`src/rtl/writeback_pkg.sv`:
```
// ============================================================================
// writeback_pkg : kind encodings, queue-entry control struct, pointer helper
// Revision      : 1.0
// ============================================================================
`default_nettype none

package writeback_pkg;

    typedef enum logic [1:0] {
        WB_NOP = 2'd0,
        WB_ALU = 2'd1,
        WB_CMP = 2'd2,
        WB_LD  = 2'd3
    } wb_kind_e;

    // Control part of a queue entry; the width-parametrised payload (rd, result,
    // cpsr) lives in parallel arrays sized by the instantiating module.
    typedef struct packed {
        wb_kind_e kind;
        logic     set_flags;
        logic     data_ok;
    } wb_entry_t;

    function automatic int ptr_width(input int depth);
        return (depth > 1) ? $clog2(depth) : 1;
    endfunction

endpackage

`default_nettype wire

```
`src/rtl/retire_queue.sv`:
```
// ============================================================================
// retire_queue : in-order entry storage with head/tail/fill tracking
// Revision     : 1.0
// ============================================================================
`default_nettype none

module retire_queue
    import writeback_pkg::*;
#(
    parameter int DATA_W = 32,
    parameter int REG_W  = 4,
    parameter int DEPTH  = 4
) (
    input  logic                       clk,
    input  logic                       rst,
    input  logic                       enq,
    input  wb_kind_e                   enq_kind,
    input  logic                       enq_set_flags,
    input  logic [REG_W-1:0]           enq_rd,
    input  logic [DATA_W-1:0]          enq_result,
    input  logic [DATA_W-1:0]          enq_cpsr,
    input  logic                       fill,
    input  logic [DATA_W-1:0]          fill_data,
    input  logic                       pop,
    output logic                       fill_avail,
    output logic [$clog2(DEPTH+1)-1:0] count,
    output logic [$clog2(DEPTH+1)-1:0] ld_pending,
    output logic                       head_valid,
    output logic                       head_ok,
    output wb_kind_e                   head_kind,
    output logic                       head_set_flags,
    output logic [REG_W-1:0]           head_rd,
    output logic [DATA_W-1:0]          head_result,
    output logic [DATA_W-1:0]          head_cpsr
);

    localparam int PTR_W = ptr_width(DEPTH);
    localparam int CNT_W = $clog2(DEPTH + 1);

    wb_entry_t         ctrl_q   [DEPTH];
    logic [REG_W-1:0]  rd_q     [DEPTH];
    logic [DATA_W-1:0] result_q [DEPTH];
    logic [DATA_W-1:0] cpsr_q   [DEPTH];

    logic [PTR_W-1:0] head;
    logic [PTR_W-1:0] tail;
    logic [PTR_W-1:0] fill_idx;
    logic [CNT_W-1:0] count_q;
    logic [CNT_W-1:0] pend_q;
    logic             enq_ld;

    // Fill pointer: oldest occupied entry still waiting for data. Only loads
    // enqueue with data_ok=0, so this is the oldest unfilled load.
    always_comb begin
        fill_idx   = '0;
        fill_avail = 1'b0;
        for (int k = 0; k < DEPTH; k++) begin
            if (!fill_avail && (CNT_W'(k) < count_q) &&
                !ctrl_q[head + PTR_W'(k)].data_ok) begin
                fill_avail = 1'b1;
                fill_idx   = head + PTR_W'(k);
            end
        end
    end

    assign enq_ld = enq && (enq_kind == WB_LD);

    always_ff @(posedge clk) begin
        if (rst) begin
            head    <= '0;
            tail    <= '0;
            count_q <= '0;
            pend_q  <= '0;
        end else begin
            if (enq) tail <= tail + 1'b1;
            if (pop) head <= head + 1'b1;
            count_q <= count_q + CNT_W'(enq) - CNT_W'(pop);
            pend_q  <= pend_q + CNT_W'(enq_ld) - CNT_W'(fill);
        end
    end

    // Enqueue and fill never target the same slot: the tail is unoccupied.
    always_ff @(posedge clk) begin
        if (enq) begin
            ctrl_q[tail]   <= '{kind: enq_kind, set_flags: enq_set_flags,
                                data_ok: (enq_kind != WB_LD)};
            rd_q[tail]     <= enq_rd;
            result_q[tail] <= enq_result;
            cpsr_q[tail]   <= enq_cpsr;
        end
        if (fill) begin
            result_q[fill_idx]       <= fill_data;
            ctrl_q[fill_idx].data_ok <= 1'b1;
        end
    end

    assign count          = count_q;
    assign ld_pending     = pend_q;
    assign head_valid     = (count_q != '0);
    assign head_ok        = ctrl_q[head].data_ok;
    assign head_kind      = ctrl_q[head].kind;
    assign head_set_flags = ctrl_q[head].set_flags;
    assign head_rd        = rd_q[head];
    assign head_result    = result_q[head];
    assign head_cpsr      = cpsr_q[head];

endmodule

`default_nettype wire

```
`src/rtl/writeback_queue.sv`:
```
// ============================================================================
// writeback_queue : in-order writeback with late load data and CPSR strobes
// Revision        : 1.0
// ============================================================================
`default_nettype none

module writeback_queue
    import writeback_pkg::*;
#(
    parameter int DATA_W = 32,
    parameter int REG_W  = 4,
    parameter int DEPTH  = 4
) (
    input  logic                       clk,
    input  logic                       rst,
    input  logic                       in_valid,
    output logic                       in_ready,
    input  logic [1:0]                 in_kind,
    input  logic                       in_set_flags,
    input  logic [REG_W-1:0]           in_rd,
    input  logic [DATA_W-1:0]          in_result,
    input  logic [DATA_W-1:0]          in_cpsr,
    input  logic                       dmem_rsp_valid,
    input  logic [DATA_W-1:0]          dmem_rsp_data,
    output logic                       rd_write_en,
    output logic [REG_W-1:0]           rd_num,
    output logic [DATA_W-1:0]          rd_val,
    output logic                       cpsr_write_en,
    output logic [DATA_W-1:0]          cpsr_out,
    output logic                       retire_valid,
    output logic [$clog2(DEPTH+1)-1:0] ld_pending,
    output logic                       rsp_err
);

    localparam int CNT_W = $clog2(DEPTH + 1);

    logic              enq;
    logic              pop;
    logic              fill;
    logic              fill_avail;
    logic [CNT_W-1:0]  count;
    logic              head_valid;
    logic              head_ok;
    wb_kind_e          head_kind;
    logic              head_set_flags;
    logic [REG_W-1:0]  head_rd;
    logic [DATA_W-1:0] head_result;
    logic [DATA_W-1:0] head_cpsr;
    logic              wr_rd;
    logic              wr_cpsr;

    // Ready comes from the registered count only; a same-cycle pop is ignored.
    assign in_ready = (count < CNT_W'(DEPTH));
    assign enq      = in_valid && in_ready;
    assign fill     = dmem_rsp_valid && fill_avail;
    assign pop      = head_valid && head_ok;
    assign wr_rd    = pop && ((head_kind == WB_ALU) || (head_kind == WB_LD));
    assign wr_cpsr  = pop && ((head_kind == WB_CMP) ||
                              ((head_kind == WB_ALU) && head_set_flags));

    retire_queue #(
        .DATA_W (DATA_W),
        .REG_W  (REG_W),
        .DEPTH  (DEPTH)
    ) u_retire_queue (
        .clk            (clk),
        .rst            (rst),
        .enq            (enq),
        .enq_kind       (wb_kind_e'(in_kind)),
        .enq_set_flags  (in_set_flags),
        .enq_rd         (in_rd),
        .enq_result     (in_result),
        .enq_cpsr       (in_cpsr),
        .fill           (fill),
        .fill_data      (dmem_rsp_data),
        .pop            (pop),
        .fill_avail     (fill_avail),
        .count          (count),
        .ld_pending     (ld_pending),
        .head_valid     (head_valid),
        .head_ok        (head_ok),
        .head_kind      (head_kind),
        .head_set_flags (head_set_flags),
        .head_rd        (head_rd),
        .head_result    (head_result),
        .head_cpsr      (head_cpsr)
    );

    always_ff @(posedge clk) begin
        if (rst) begin
            retire_valid  <= 1'b0;
            rd_write_en   <= 1'b0;
            cpsr_write_en <= 1'b0;
            rd_num        <= '0;
            rd_val        <= '0;
            cpsr_out      <= '0;
            rsp_err       <= 1'b0;
        end else begin
            retire_valid  <= pop;
            rd_write_en   <= wr_rd;
            cpsr_write_en <= wr_cpsr;
            if (wr_rd) begin
                rd_num <= head_rd;
                rd_val <= head_result;
            end
            if (wr_cpsr) cpsr_out <= head_cpsr;
            if (dmem_rsp_valid && !fill_avail) rsp_err <= 1'b1;
        end
    end

endmodule

`default_nettype wire

```
`config.mk`:
```
export PLATFORM = sky130hd
export DESIGN_NAME = writeback_queue
export DESIGN_NICKNAME = d
export VERILOG_FILES = /design/src/rtl/writeback_pkg.sv /design/src/rtl/retire_queue.sv /design/src/rtl/writeback_queue.sv
export SDC_FILE = /design/constraint.sdc
export NUM_CORES = 1
export LEC_CHECK = 0
export ABC_AREA = 1
export BUFFER_PORTS_ARGS = -buffer_cell sky130_fd_sc_hd__buf_2
export CORE_MARGIN = 3
export CORE_UTILIZATION = 60
export CTS_CLUSTER_DIAMETER = 200
export CTS_CLUSTER_SIZE = 8
export DETAILED_ROUTE_END_ITERATION = 10
export PLACE_DENSITY = 0.85
export SYNTH_ARGS = -nofsm -noshare
export SYNTH_HDL_FRONTEND = slang
export SYNTH_SLANG_ARGS = --single-unit
```
`constraint.sdc`:
```
create_clock -name clk -period 5.7 [get_ports clk]
set_clock_uncertainty 0.1 [all_clocks]
set_input_delay 0.57 -clock clk [delete_from_list [all_inputs] [get_ports clk]]
set_output_delay 0.57 -clock clk [all_outputs]
set_load 0.01 [all_outputs]
```
==> flow_summary.json <==
{
  "detail_route.first_pass.iterations": 6,
  "number_of_global_route_vias_before_repair": 12500,
  "multiInputGateArea_sq_um": 4850,
  "path_max_fanout": 35,
  "cts_inserted_buffers": 52,
  "worstMarginPinSlew_ns": 1.13,
  "worst_slack_ns": 1.30,
  "crit_required_ns": 5.76,
  "layout-drive-gt1-share_pct": 16.8,
  "critPathSlowestCell": "nand2_2",
  "hold_ws_ns": 0.155,
  "run_status": "completed",
  "min-delay-path-class": "in2reg",
  "routed_wire_length_per_instance_um": 20.3,
  "initial_detailed_routing_violation_count": 1747,
  "synth_top_area_cell": "edfxtp_1",
  "p_per_area_nw_per_um2": 563,
  "timing.critical_path.to_type": "flop",
  "nNetsFinal": 1789,
  "grt_start_max_net_pins": 77,
  "slew_viol_final": 0,
  "synthToLayoutAreaGrowth_pct": 15.0,
  "max_freq_mhz": 227,
  "placement.setup.worst_slack_ns": 1.42,
  "hold_viol": 0,
  "worst_reg2reg_endpoint": "u_retire_queue.result_q[3][16]",
  "postSynthCellCount": 1529,
  "syn-num-nets": 1648,
  "cts.repair_timing.setup_buffer_count": 0,
  "synth.ff_latch_count": 372,
  "tritoncts": "done",
  "worst_setup_hold_path_clk_slew_ns": 0.05,
  "via_count": 12600,
  "cts.sink_count": 372,
  "fp.dieW_um": 169,
  "drv.max_cap_violation_count": 0,
  "grt_remaining_overflow": 0,
  "port-buffer-count": 182,
  "drt_wl_total_mm": 41.5,
  "fill_cells": 1786,
  "holdBufCountCts": 0,
  "number_of_unique_standard_cell_types_used_by_synthesis": 34,
  "clockRootBuffer": "clkbuf_16",
  "path_delay_family": "simple AND/OR/NAND/NOR gates",
  "crit_path_start": "u_retire_queue.head[1]",
  "leakage_nw": 7.39,
  "fin_tns_setup_ns": 0,
  "cts-htree-levels": 2,
  "placer_congestion": 0.873,
  "count_of_endpoints_failing_setup_in_the_final_report": 0,
  "routed_via_density": 6.16,
  "row_count": 58,
  "worstReg2RegStart": "u_retire_queue.head[1]",
  "clock_path_buffers": 3,
  "number_of_antenna_violations_at_the_first_check_in_global_routing": 10,
  "setup.worst_path.start_class": "flop",
  "grtUsageTotal_pct": 28.5,
  "initial_core_util_pct": 62.0,
  "final_period_minus_worst_setup_slack_ns": 4.40,
  "ant_nets": 0,
  "min-delay-start": "in_cpsr[2]",
  "ios": 183,
  "worst_skew_late_latency_ns": 0.54,
  "slowest_stage_delay_cp_ns": 0.75,
  "crit_path_cell_trace": "buf_4, inv_2, nand2_1, nand2_1, nand2_2, nand3_2, nor2_1, nor2_1, nand2_1, nand2_2, inv_2, nand3_2, nand2_2",
  "netlist_top_cells_area": "edfxtp_1 54%, dfxtp_1 11%, nand2_1 11%",
  "drc_errors": 0,
  "hold-path-endpoint": "u_retire_queue.cpsr_q[3][2]",
  "hold-path-cell-count": 1,
  "maximum_vdd_drop_uv": 404,
  "synthesis.yosys.warnings": 0,
  "fp.dieArea_sq_um": 28500,
  "grt_pass1_wl_mm": 64.9,
  "headroom_to_the_max_slew_limit_pct": 24.3,
  "cts_repair_resize_count": 0,
  "unrepaired_setup_endpoints_after_global_routing": "no",
  "portion_of_the_post_synthesis_area_used_by_sequential_elements_pct": 64.8,
  "synth_top_area_share_pct": 53.7,
  "final.period_utilization_pct": 77.3,
  "final_hpwl_from_detailed_placement_mm": 23.3,
  "path_buf_inv": 3,
  "post_synth.cell_area_avg_sq_um": 10.4,
  "die_span_in_y_um": 169,
  "sequential_area_sq_um": 10300,
  "worstRegToRegCells": 13,
  "regToRegSetupSlack_ns": 1.30,
  "criticalPathCategory": "reg2reg",
  "syn_area_sq_um": 15900,
  "core_area_sq_um": 25600,
  "worstPathArrival_ns": 4.46
}
-- cells in the mapped netlist, drive strengths merged --
cell type / instances
o21ai: 81
nor2: 91
clkinv: 1
nor3: 1
a21oi: 81
nand4: 99
a221oi: 36
o22ai: 3
nand2: 452
clkbuf: 49
buf: 61
edfxtp: 284
a21o: 1
or2: 1
xor2: 1
dfxtp: 88
ha: 10
xnor2: 1
o31ai: 1
fa: 2
inv: 37
nand3: 148
-- sequential cells by signal (all words and copies together) (netlist names), named ones only --
signal,cells
u_retire_queue.rd_q,16
rd_num,4
u_retire_queue.tail,2
u_retire_queue.count,3
rd_val,32
cpsr_write_en,1
rd_write_en,1
u_retire_queue.ctrl_q,16
u_retire_queue.cpsr_q,128
cpsr_out,32
retire_valid,1
u_retire_queue.ld_pending,3
u_retire_queue.head,2
u_retire_queue.result_q,128
rsp_err,1
-- layer usage --
| layer | share of wire, % | GRT usage [%] | routed length, um |
|---|---|---|---|
| met5 | 0.13 | 0 | 52 |
| met4 | 2.5 | 10.6 | 1040 |
| met3 | 11 | 6.21 | 4690 |
| met2 | 50 | 48.3 | 20700 |
| met1 | 36 | 36.2 | 15100 |
-- report_power, final --
group / total, mW / internal [mW] / switching [mW]
combinational: 3.45 / 0.923 / 2.53
sequential: 3.97 / 3.72 / 0.246
clock: 2.86 / 1.77 / 1.09
-- placed cells by master (no fill, tap or decap), types with 2 or more instances in the layout --
| cell type | n |
|---|---|
| fa_1 | 2 |
| clkbuf_1 | 42 |
| nand4_1 | 99 |
| inv_1 | 23 |
| nor2_1 | 89 |
| buf_4 | 15 |
| buf_2 | 182 |
| nand3_1 | 141 |
| o22ai_1 | 3 |
| nand2_1 | 444 |
| inv_2 | 14 |
| edfxtp_1 | 284 |
| o21ai_0 | 80 |
| clkbuf_16 | 53 |
| a21oi_1 | 81 |
| nand2_2 | 7 |
| diode_2 | 7 |
| nand3_2 | 6 |
| dfxtp_1 | 86 |
| ha_1 | 10 |
| a221oi_1 | 36 |
-- worst max path at each step --
stage	endpoint	depth (start not counted)
floorplan	u_retire_queue.ld_pending[2]	16
global placement	u_retire_queue.result_q[3][7]	13
detailed placement	u_retire_queue.result_q[3][5]	13
CTS	u_retire_queue.result_q[3][16]	13
global route	u_retire_queue.result_q[3][26]	13
finish	u_retire_queue.result_q[3][16]	13
-- final cells by class --
type | count | share of cell area, %
Multi-Input combinational cell | 1009 | 26.6
Clock buffer | 95 | 8.13
Timing Repair Buffer | 197 | 5.60
Antenna cell | 7 | 0.0959
Tap cell | 330 | 2.26
Inverter | 38 | 0.788
Clock inverter | 1 | 0.164
Sequential cell | 372 | 56.4
-- stage by stage --
stage | power (mW) | instance area [sq um] | utilization [%] | instances
after floorplan | 6.52 | 15900 | - | 1529
after global placement | 7.23 | 16700 | 65.3 | 1946
after detailed placement | 7.37 | 16700 | 65.3 | 1946
after CTS | 10.2 | 18200 | 71.2 | 2042
after global routing | 10.8 | 18300 | 71.2 | 2045
final | 10.3 | 18300 | 71.3 | 2049
-- cells by family after synthesis --
kind of cell,share of synthesized area (%)
compound gates,7.40
flops,64.8
simple gates,21.9
fa+ha+maj,1.04
buf+inv,4.72
xor+xnor,0.110
No activity file was read; power rests on OpenSTA's default activity.
